### src/rtl/mux_scan_pkg.sv
//------------------------------------------------------------------------------
// mux_scan_pkg
//   Shared encodings and helpers for the mux_scan slice: mode encodings,
//   FSM state encoding and a constant log2 helper for port sizing.
// Revision: 1.0 - initial release
//------------------------------------------------------------------------------
`default_nettype none

package mux_scan_pkg;

  // Value of the mode input selecting each operating mode
  localparam logic MODE_MAN  = 1'b0;
  localparam logic MODE_SCAN = 1'b1;

  // Top-level control states, 2-bit encoded
  typedef enum logic [1:0] {
    ST_IDLE = 2'd0,
    ST_MAN  = 2'd1,
    ST_SCAN = 2'd2
  } state_e;

  // Ceiling log2, clamped to at least 1 so derived vectors never collapse
  // to zero width (e.g. a dwell of 1 still needs a 1-bit counter).
  function automatic int clog2_min1(input int value);
    int r;
    r = 1;
    for (int i = 1; i < 31; i++) begin
      if ((1 << i) < value) begin
        r = i + 1;
      end
    end
    return r;
  endfunction

endpackage : mux_scan_pkg

`default_nettype wire

### src/rtl/mux_dwell_cnt.sv
//------------------------------------------------------------------------------
// mux_dwell_cnt
//   Dwell counter for the auto-scan mode. Counts enabled cycles from 0 to
//   DWELL-1, wraps to 0 and flags the terminal cycle combinationally so the
//   owner can advance its channel on the same edge the count wraps.
// Revision: 1.0 - initial release
//------------------------------------------------------------------------------
`default_nettype none

module mux_dwell_cnt
  import mux_scan_pkg::*;
#(
  parameter  int DWELL = 16,
  localparam int CW    = clog2_min1(DWELL)
) (
  input  logic clk,
  input  logic rst,
  input  logic en_i,   // count this cycle
  input  logic clr_i,  // restart from 0, wins over en_i
  output logic tc_o    // this enabled cycle is the last of the dwell
);

  localparam logic [CW-1:0] LAST = CW'(DWELL - 1);
  localparam logic [CW-1:0] ONE  = CW'(1);

  logic [CW-1:0] cnt_q;
  logic [CW-1:0] cnt_d;

  assign tc_o = en_i && !clr_i && (cnt_q == LAST);

  // Next count: clear, wrap at the terminal value, or step by one
  always_comb begin
    cnt_d = cnt_q;
    if (clr_i) begin
      cnt_d = '0;
    end else if (en_i) begin
      cnt_d = (cnt_q == LAST) ? '0 : cnt_q + ONE;
    end
  end

  // Count register
  always_ff @(posedge clk) begin
    if (rst) begin
      cnt_q <= '0;
    end else begin
      cnt_q <= cnt_d;
    end
  end

endmodule : mux_dwell_cnt

`default_nettype wire

### src/rtl/mux_scan.sv
//------------------------------------------------------------------------------
// mux_scan
//   Registered N-to-1 multiplexer of W-bit channels with manual select and
//   auto-scan modes. Every output is a flop; the channel tag, valid flag,
//   out-of-range select flag and rotation-wrap pulse travel with the data.
// Revision: 1.0 - initial release
//------------------------------------------------------------------------------
`default_nettype none

module mux_scan
  import mux_scan_pkg::*;
#(
  parameter  int N     = 4,
  parameter  int W     = 8,
  parameter  int DWELL = 16,
  localparam int SW    = clog2_min1(N)
) (
  input  logic            clk,
  input  logic            rst,
  input  logic            en,
  input  logic            mode,
  input  logic [SW-1:0]   sel,
  input  logic [N*W-1:0]  din,
  output logic [W-1:0]    o,
  output logic [SW-1:0]   o_ch,
  output logic            o_valid,
  output logic            sel_err,
  output logic            wrap
);

  // Select space rounded up to a power of two; slots >= N read as zero and
  // are flagged illegal so an out-of-range select never indexes past din.
  localparam int              NP      = 1 << SW;
  localparam logic [NP-1:0]   LEGAL   = NP'((1 << N) - 1);
  localparam logic [SW-1:0]   LAST_CH = SW'(N - 1);
  localparam logic [SW-1:0]   ONE_CH  = SW'(1);

  logic [W-1:0]  ch_data [NP];

  state_e        state_q;
  logic [SW-1:0] ch_q;       // scan channel to be sampled next
  logic          pend_q;     // scan rolled N-1 -> 0; flag it with the ch 0 sample
  logic [W-1:0]  o_q;
  logic [SW-1:0] o_ch_q;
  logic          o_valid_q;
  logic          sel_err_q;
  logic          wrap_q;

  logic          w_sel_ok;
  logic [SW-1:0] w_scan_ch;
  logic          w_tc;
  logic          w_cnt_en;
  logic          w_cnt_clr;

  generate
    for (genvar k = 0; k < NP; k++) begin : g_chan
      if (k < N) begin : g_live
        assign ch_data[k] = din[k*W +: W];
      end else begin : g_pad
        assign ch_data[k] = '0;
      end
    end
  endgenerate

  assign w_sel_ok  = LEGAL[sel];
  // Any scan entry starts from channel 0, whatever ch_q last held
  assign w_scan_ch = (state_q == ST_SCAN) ? ch_q : '0;

  // The dwell count only runs in scan; manual mode keeps it parked at 0 so
  // the next scan entry gets a full first dwell on channel 0.
  assign w_cnt_en  = en && (mode == MODE_SCAN);
  assign w_cnt_clr = en && (mode == MODE_MAN);

  mux_dwell_cnt #(
    .DWELL (DWELL)
  ) u_dwell (
    .clk   (clk),
    .rst   (rst),
    .en_i  (w_cnt_en),
    .clr_i (w_cnt_clr),
    .tc_o  (w_tc)
  );

  // Control FSM with registered data, tag, status and wrap outputs
  always_ff @(posedge clk) begin
    if (rst) begin
      state_q   <= ST_IDLE;
      ch_q      <= '0;
      pend_q    <= 1'b0;
      o_q       <= '0;
      o_ch_q    <= '0;
      o_valid_q <= 1'b0;
      sel_err_q <= 1'b0;
      wrap_q    <= 1'b0;
    end else if (!en) begin
      // Frozen; only the wrap pulse drops so it never stretches
      wrap_q <= 1'b0;
    end else if (mode == MODE_MAN) begin
      state_q <= ST_MAN;
      ch_q    <= '0;
      pend_q  <= 1'b0;
      wrap_q  <= 1'b0;
      if (w_sel_ok) begin
        o_q       <= ch_data[sel];
        o_ch_q    <= sel;
        o_valid_q <= 1'b1;
        sel_err_q <= 1'b0;
      end else begin
        o_valid_q <= 1'b0;
        sel_err_q <= 1'b1;
      end
    end else begin
      state_q   <= ST_SCAN;
      o_q       <= ch_data[w_scan_ch];
      o_ch_q    <= w_scan_ch;
      o_valid_q <= 1'b1;
      // A rollover seen on the previous edge is reported alongside the
      // first channel-0 sample, so wrap lines up with o_ch going to 0.
      wrap_q    <= (state_q == ST_SCAN) && pend_q;
      if (w_tc) begin
        ch_q   <= (w_scan_ch == LAST_CH) ? '0 : w_scan_ch + ONE_CH;
        pend_q <= (w_scan_ch == LAST_CH);
      end else begin
        ch_q   <= w_scan_ch;
        pend_q <= 1'b0;
      end
    end
  end

  assign o       = o_q;
  assign o_ch    = o_ch_q;
  assign o_valid = o_valid_q;
  assign sel_err = sel_err_q;
  assign wrap    = wrap_q;

endmodule : mux_scan

`default_nettype wire
### config.mk
export PLATFORM = sky130hd
export DESIGN_NAME = mux_scan
export DESIGN_NICKNAME = d
export VERILOG_FILES = /design/src/rtl/mux_scan_pkg.sv /design/src/rtl/mux_dwell_cnt.sv /design/src/rtl/mux_scan.sv
export SDC_FILE = /design/constraint.sdc
export NUM_CORES = 1
export LEC_CHECK = 0
export BUFFER_PORTS_ARGS = -buffer_cell sky130_fd_sc_hd__buf_2
export CAP_MARGIN = 40
export CORE_ASPECT_RATIO = 0.6
export CORE_MARGIN = 4
export CORE_UTILIZATION = 52
export DETAILED_ROUTE_END_ITERATION = 16
export PLACE_DENSITY = 0.91
export REMOVE_ABC_BUFFERS = 1
export SLEW_MARGIN = 20
export SYNTH_ARGS = -nofsm -noshare
export SYNTH_HDL_FRONTEND = slang
export SYNTH_SLANG_ARGS = --single-unit
### constraint.sdc
create_clock -name clk -period 2.4 [get_ports clk]
set_clock_uncertainty 0.05 [all_clocks]
set_input_delay 0.24 -clock clk [delete_from_list [all_inputs] [get_ports clk]]
set_output_delay 0.24 -clock clk [all_outputs]
set_load 0.01 [all_outputs]
After elaboration in Yosys (flattened, before gate mapping)
Index checks and enable logic that the tools add are counted.

Register bits: 22. Input bits: 38. Logic and storage cells: 55.

Add/sub/neg operators: 2. $lt $le $gt $ge: 3. Equality and inequality tests: 3. Multiplexer cells: 23. Bitwise logic cells: 4. Reduce and logical (&&, ||, !) cells: 11.

Operator list (count): two-way mux 8 bit (6); binary-select mux 8 bit (select 2 bit) (2); two-way mux 2 bit (7); >= comparator 3 bit, second input constant (2); two-way mux 1 bit (6); NOT 2 -> 3 bit (2); logical AND 1 bit (5); adder 4 x 1 -> 4 bit, second input constant (1); == test 2 bit, second input constant (2); == test 4 bit, second input constant (1); two-way mux 4 bit (1); AND reduction 2 bit (2); < comparator 2 x 3 -> 1 bit, second input constant (1); OR reduction 3 bit (1); adder 2 x 1 -> 2 bit, second input constant (1); binary-select mux 1 bit (select 2 bit) (1); NOT 1 bit (2); nonzero test 2 bit (1); OR reduction 2 bit (1); zero test 1 bit (1).

Logic depth before layout (Yosys ltp)
Word-level depth: 7. Mapped depth: 6. Gate-level depth less buffers: 5.

By module
Synthesis repeated with hierarchy kept, for this count alone.

Cells, all modules: 164. Area, all modules: 1410.1 µm².

By module, submodules not included: mux_scan (instances 1, cells each 145, area each 1228.7 µm², seq. area each 340.3 µm²); mux_dwell_cnt (instances 1, cells each 19, area each 181.4 µm², seq. area each 80.1 µm²).

Worst setup path after synthesis
No wires, ideal clock.

Kind: reg-to-reg. From: register state_q[0]. To: register o_q[1] (netlist: o[1]). Library setup time: 0.075 ns. Arrival time: 1.261 ns. Required time: 2.275 ns. Setup slack: 1.014 ns. Cell stages (with the launch flop): 6. Cell sequence: dfxtp_1 -> and3b_1 -> or3_1 -> buf_6 -> or2_1 -> o211ai_2.

Longest elaborated chain between the ends: 7.

RTL lines: from (decl) (RTL line mux_scan.sv:40) `state_e state_q;`; from (signal assigned) (RTL line mux_scan.sv:87) `state_q <= ST_IDLE;`; from (signal assigned) (RTL line mux_scan.sv:99) `state_q <= ST_MAN;`; from (signal assigned) (RTL line mux_scan.sv:113) `state_q <= ST_SCAN;`; == test 2 bit (RTL line mux_scan.sv:67) `assign w_scan_ch = (state_q == ST_SCAN) ? ch_q : '0;`; two-way mux 2 bit (RTL line mux_scan.sv:67); NOT 2 -> 3 bit (not written as such) (RTL line mux_scan.sv:114) `o_q <= ch_data[w_scan_ch];`; binary-select mux 8 bit (select 2 bit) (RTL line mux_scan.sv:114); two-way mux 8 bit (not written as such) (2 in series) (RTL line mux_scan.sv:114); two-way mux 8 bit (RTL line mux_scan.sv:98) `end else if (mode == MODE_MAN) begin`; to (signal assigned) (RTL line mux_scan.sv:104) `o_q <= ch_data[sel];`; to (signal assigned) (RTL line mux_scan.sv:114); to (decl) (RTL line mux_scan.sv:43) `logic [W-1:0] o_q;`.

Every way passes these cells. The select of a mux whose other input is x is not followed. A chain may end at the register's enable or synchronous reset.

Worst setup path in the final report
From: register ch_q[0]. To: register o_q[0] (netlist: o[0]).

Longest elaborated chain between the ends: 6.

RTL lines: from (decl) (RTL line mux_scan.sv:41) `logic [SW-1:0] ch_q;`; from (signal assigned) (RTL line mux_scan.sv:121) `ch_q <= (w_scan_ch == LAST_CH) ? '0 : w_scan_ch + ONE_CH;`; from (signal assigned) (RTL line mux_scan.sv:124) `ch_q <= w_scan_ch;`; two-way mux 2 bit (RTL line mux_scan.sv:67); NOT 2 -> 3 bit (not written as such) (RTL line mux_scan.sv:114); binary-select mux 8 bit (select 2 bit) (RTL line mux_scan.sv:114); two-way mux 8 bit (not written as such) (2 in series) (RTL line mux_scan.sv:114); two-way mux 8 bit (RTL line mux_scan.sv:98).

Every way passes these cells. The select of a mux whose other input is x is not followed.

==> flow_summary.yaml <==
logic_synthesis:
  synth.avg_cell_area_sq_um: 8.992
  synthMuxAreaShare: 0.1855
  synth_top_family_by_area: "compound AO/OA/AOI/OAI gates"
  async_reset_ff_frac: 0
  synth_edf_count: 0
  synth-xor-area-share: 0.006494
  synth_cell_types: 37
  synthSimpleGateAreaFrac: 0.1577
  synth_ff_type: "dfxtp_1"
  synth_warnings: 0
  seq_area_frac_synth: 0.3117
  synth-seq-cells: 21
  syn_inst: 150
  syn_area_sq_um: 1349
  synth-compound-area-share: 0.2607
  yosys.area_share.adder: 0.009276
timing:
  hold_viol: 0
  worst_slack_ns: 0.6473
  clock.fmax_ghz: 0.5706
  setup_tns_ns: 0
  final.period_utilization: 0.7303
  hold_slack_ns: 0.2331
  max_slew_margin: 0.6238
  layout_min_cycle_time_ns: 1.753
  tightest_slew_ns: 0.5618
  finalSetupViolations: 0
  drv_slew: 0
  rsz0062_at_grt: "false"
clock_tree:
  clockBufferDepth: 2
  hold_buffers: 0
  clk-insertion-delay-late_ns: 0.26
  clock_sinks: 21
  cts_tree: "done"
  post-cts-setup-buffers: 0
  cts_resized: 0
  cts_root_buf: "clkbuf_8"
  path_clk_slew_ns: 0.08
  ctsHtreeMaxLevel: 1
  numCtsBuffers: 3
drt:
  wire_per_inst_microns: 17.70
  antenna_left: 0
  num_vias: 1392
  first_pass_iters: 4
  vias_per_cell: 6.327
  finalWirelength_microns: 3893
  drc_errors: 0
  drtIter0Drc: 158
final_layout:
  antenna_cells: 0
  nFillCells: 192
  final_cell_mix: "buf_2, mux2i_1, dfxtp_1"
  drive_gt1_frac: 0.3316
  final_cell_area_sq_um: 1607
  area_delta_synth_final_pct: 19.11
  mostFrequentLayoutCell: "buf_2"
  multi_input_area_sq_um: 839.6
  nNetsFinal: 230
  utilization: 0.6956
  regArea_sq_um: 420.4
hold_path:
  hold_path_class: "input pin to register"
  min_from: "din[14]"
setup_path:
  r2r_slack_ns: 0.65
  critPathKind: "register to register"
  endpoint_kind: "register"
  worstSetupStartpointType: "register"
  required_ns: 2.47
  crit_fanout: 16
  worstPathArrival_ns: 1.82
  rr_startpoint: "ch_q[0]"
  critical_path.startpoint: "ch_q[0]"
pwr:
  leakage_nw: 0.7255
  ir_drop_mv: 0.2310
  power.density_cell_area_nw_per_um2: 476.6
run_status:
  status: "finished clean"
grt:
  grt_max_degree: 24
  met1_usage: 0.2810
  gr-max-usage-layer: "met2"
  grt.overflow.total: 0
  use_met3: 0.06709
  grtUsageMet2: 0.3873
  grt_pass1_wl_microns: 6120
  grt_pass1_vias: 1295
  antenna_found_initial: 0
  grt_usage: 0.2317
floorplan:
  die_w_microns: 73.75
  io_pins: 51
  start_util: 0.5840
  rows: 13
  dieArea_sq_um: 3499
  core_region_area_sq_um: 2310
  die_height_microns: 47.45
place:
  hpwl_microns: 2927
  dpl-instance-area_sq_um: 1562
  place.gp.congestion: 0.8003
  pre_cts_slack_ns: 0.6634
  portBuffers: 49
run:
  drv_cap: 0
power breakdown:
part	total [mW]	switching, mW	internal, mW
clock network	0.233	0.115	0.118
registers	0.377	0.0118	0.365
logic	0.156	0.0861	0.0697
total	0.766	0.213	0.553
state kept, by name, summed over array words and instances, names as in the netlist:
| register | count |
|---|---|
| ch_q | 2 |
| o | 8 |
| o_ch | 2 |
| o_valid | 1 |
| pend_q | 1 |
| state_q | 2 |
| u_dwell.cnt_q | 4 |
| wrap | 1 |
worst paths after layout:
path / endpoint / depth (start not counted)
max reg2reg: o[0] / 5
min: o[6] / 3
min reg2reg: o_valid / 2
max: o[0] / 5
worst max-delay path: stages (launching register included):
cell and delay [ns]:
dfxtp_1 0.59, nand3b_1 0.27, buf_4 0.29, mux2i_1 0.16, or2_0 0.13, o211ai_1 0.12
through the flow:
step	std cells	total power [mW]
final	220	0.7657
after global routing	220	0.7946
after CTS	220	0.7685
after detailed placement	216	0.5386
after global placement	216	0.5295
after floorplan	136	0.4538
cell type report:
cell class,instances,share of cell area
clock buffers,4,0.02804
flip-flops and latches,21,0.2617
well taps,30,0.02336
multi-input cells,112,0.5226
inverters,3,0.007009
repair buffers,50,0.1573
logic make-up (layout without fill, tap and decap cells):
kind of cell,after synthesis,after routing
and+or+nand+nor,38,38
DFF,21,21
other,1,1
xor gates and xnor gates,1,1
AOI/OAI and AO/OA,46,46
adders and majority gates,1,1
muxes,25,25
buffers and inverters,17,57
metal layers:
metal  share of wire  vias up  wire (microns)
li1                -      660               -
met1            0.40      611            1538
met2            0.45      102            1752
met3            0.12       19             485
met4           0.030        0             117
met5               0        -               0
synthesized netlist by cell type (2+ instances only):
master    number  area share
inv_1          2      0.0056
nand2_1        5       0.014
nor2_1        11       0.031
nand4b_1       2       0.013
dfxtp_1       21        0.31
o22ai_1        8       0.037
nand3_1        4       0.015
nand4_1        3       0.014
a21oi_1       17       0.063
o221ai_1       8       0.052
mux2i_1       25        0.19
buf_2          5       0.019
a211oi_1       2       0.011
nand3b_1       3       0.017
clkbuf_1       5       0.014
buf_4          3       0.017
o221ai_2       6       0.067
No activity file was read; power rests on OpenSTA's default activity.
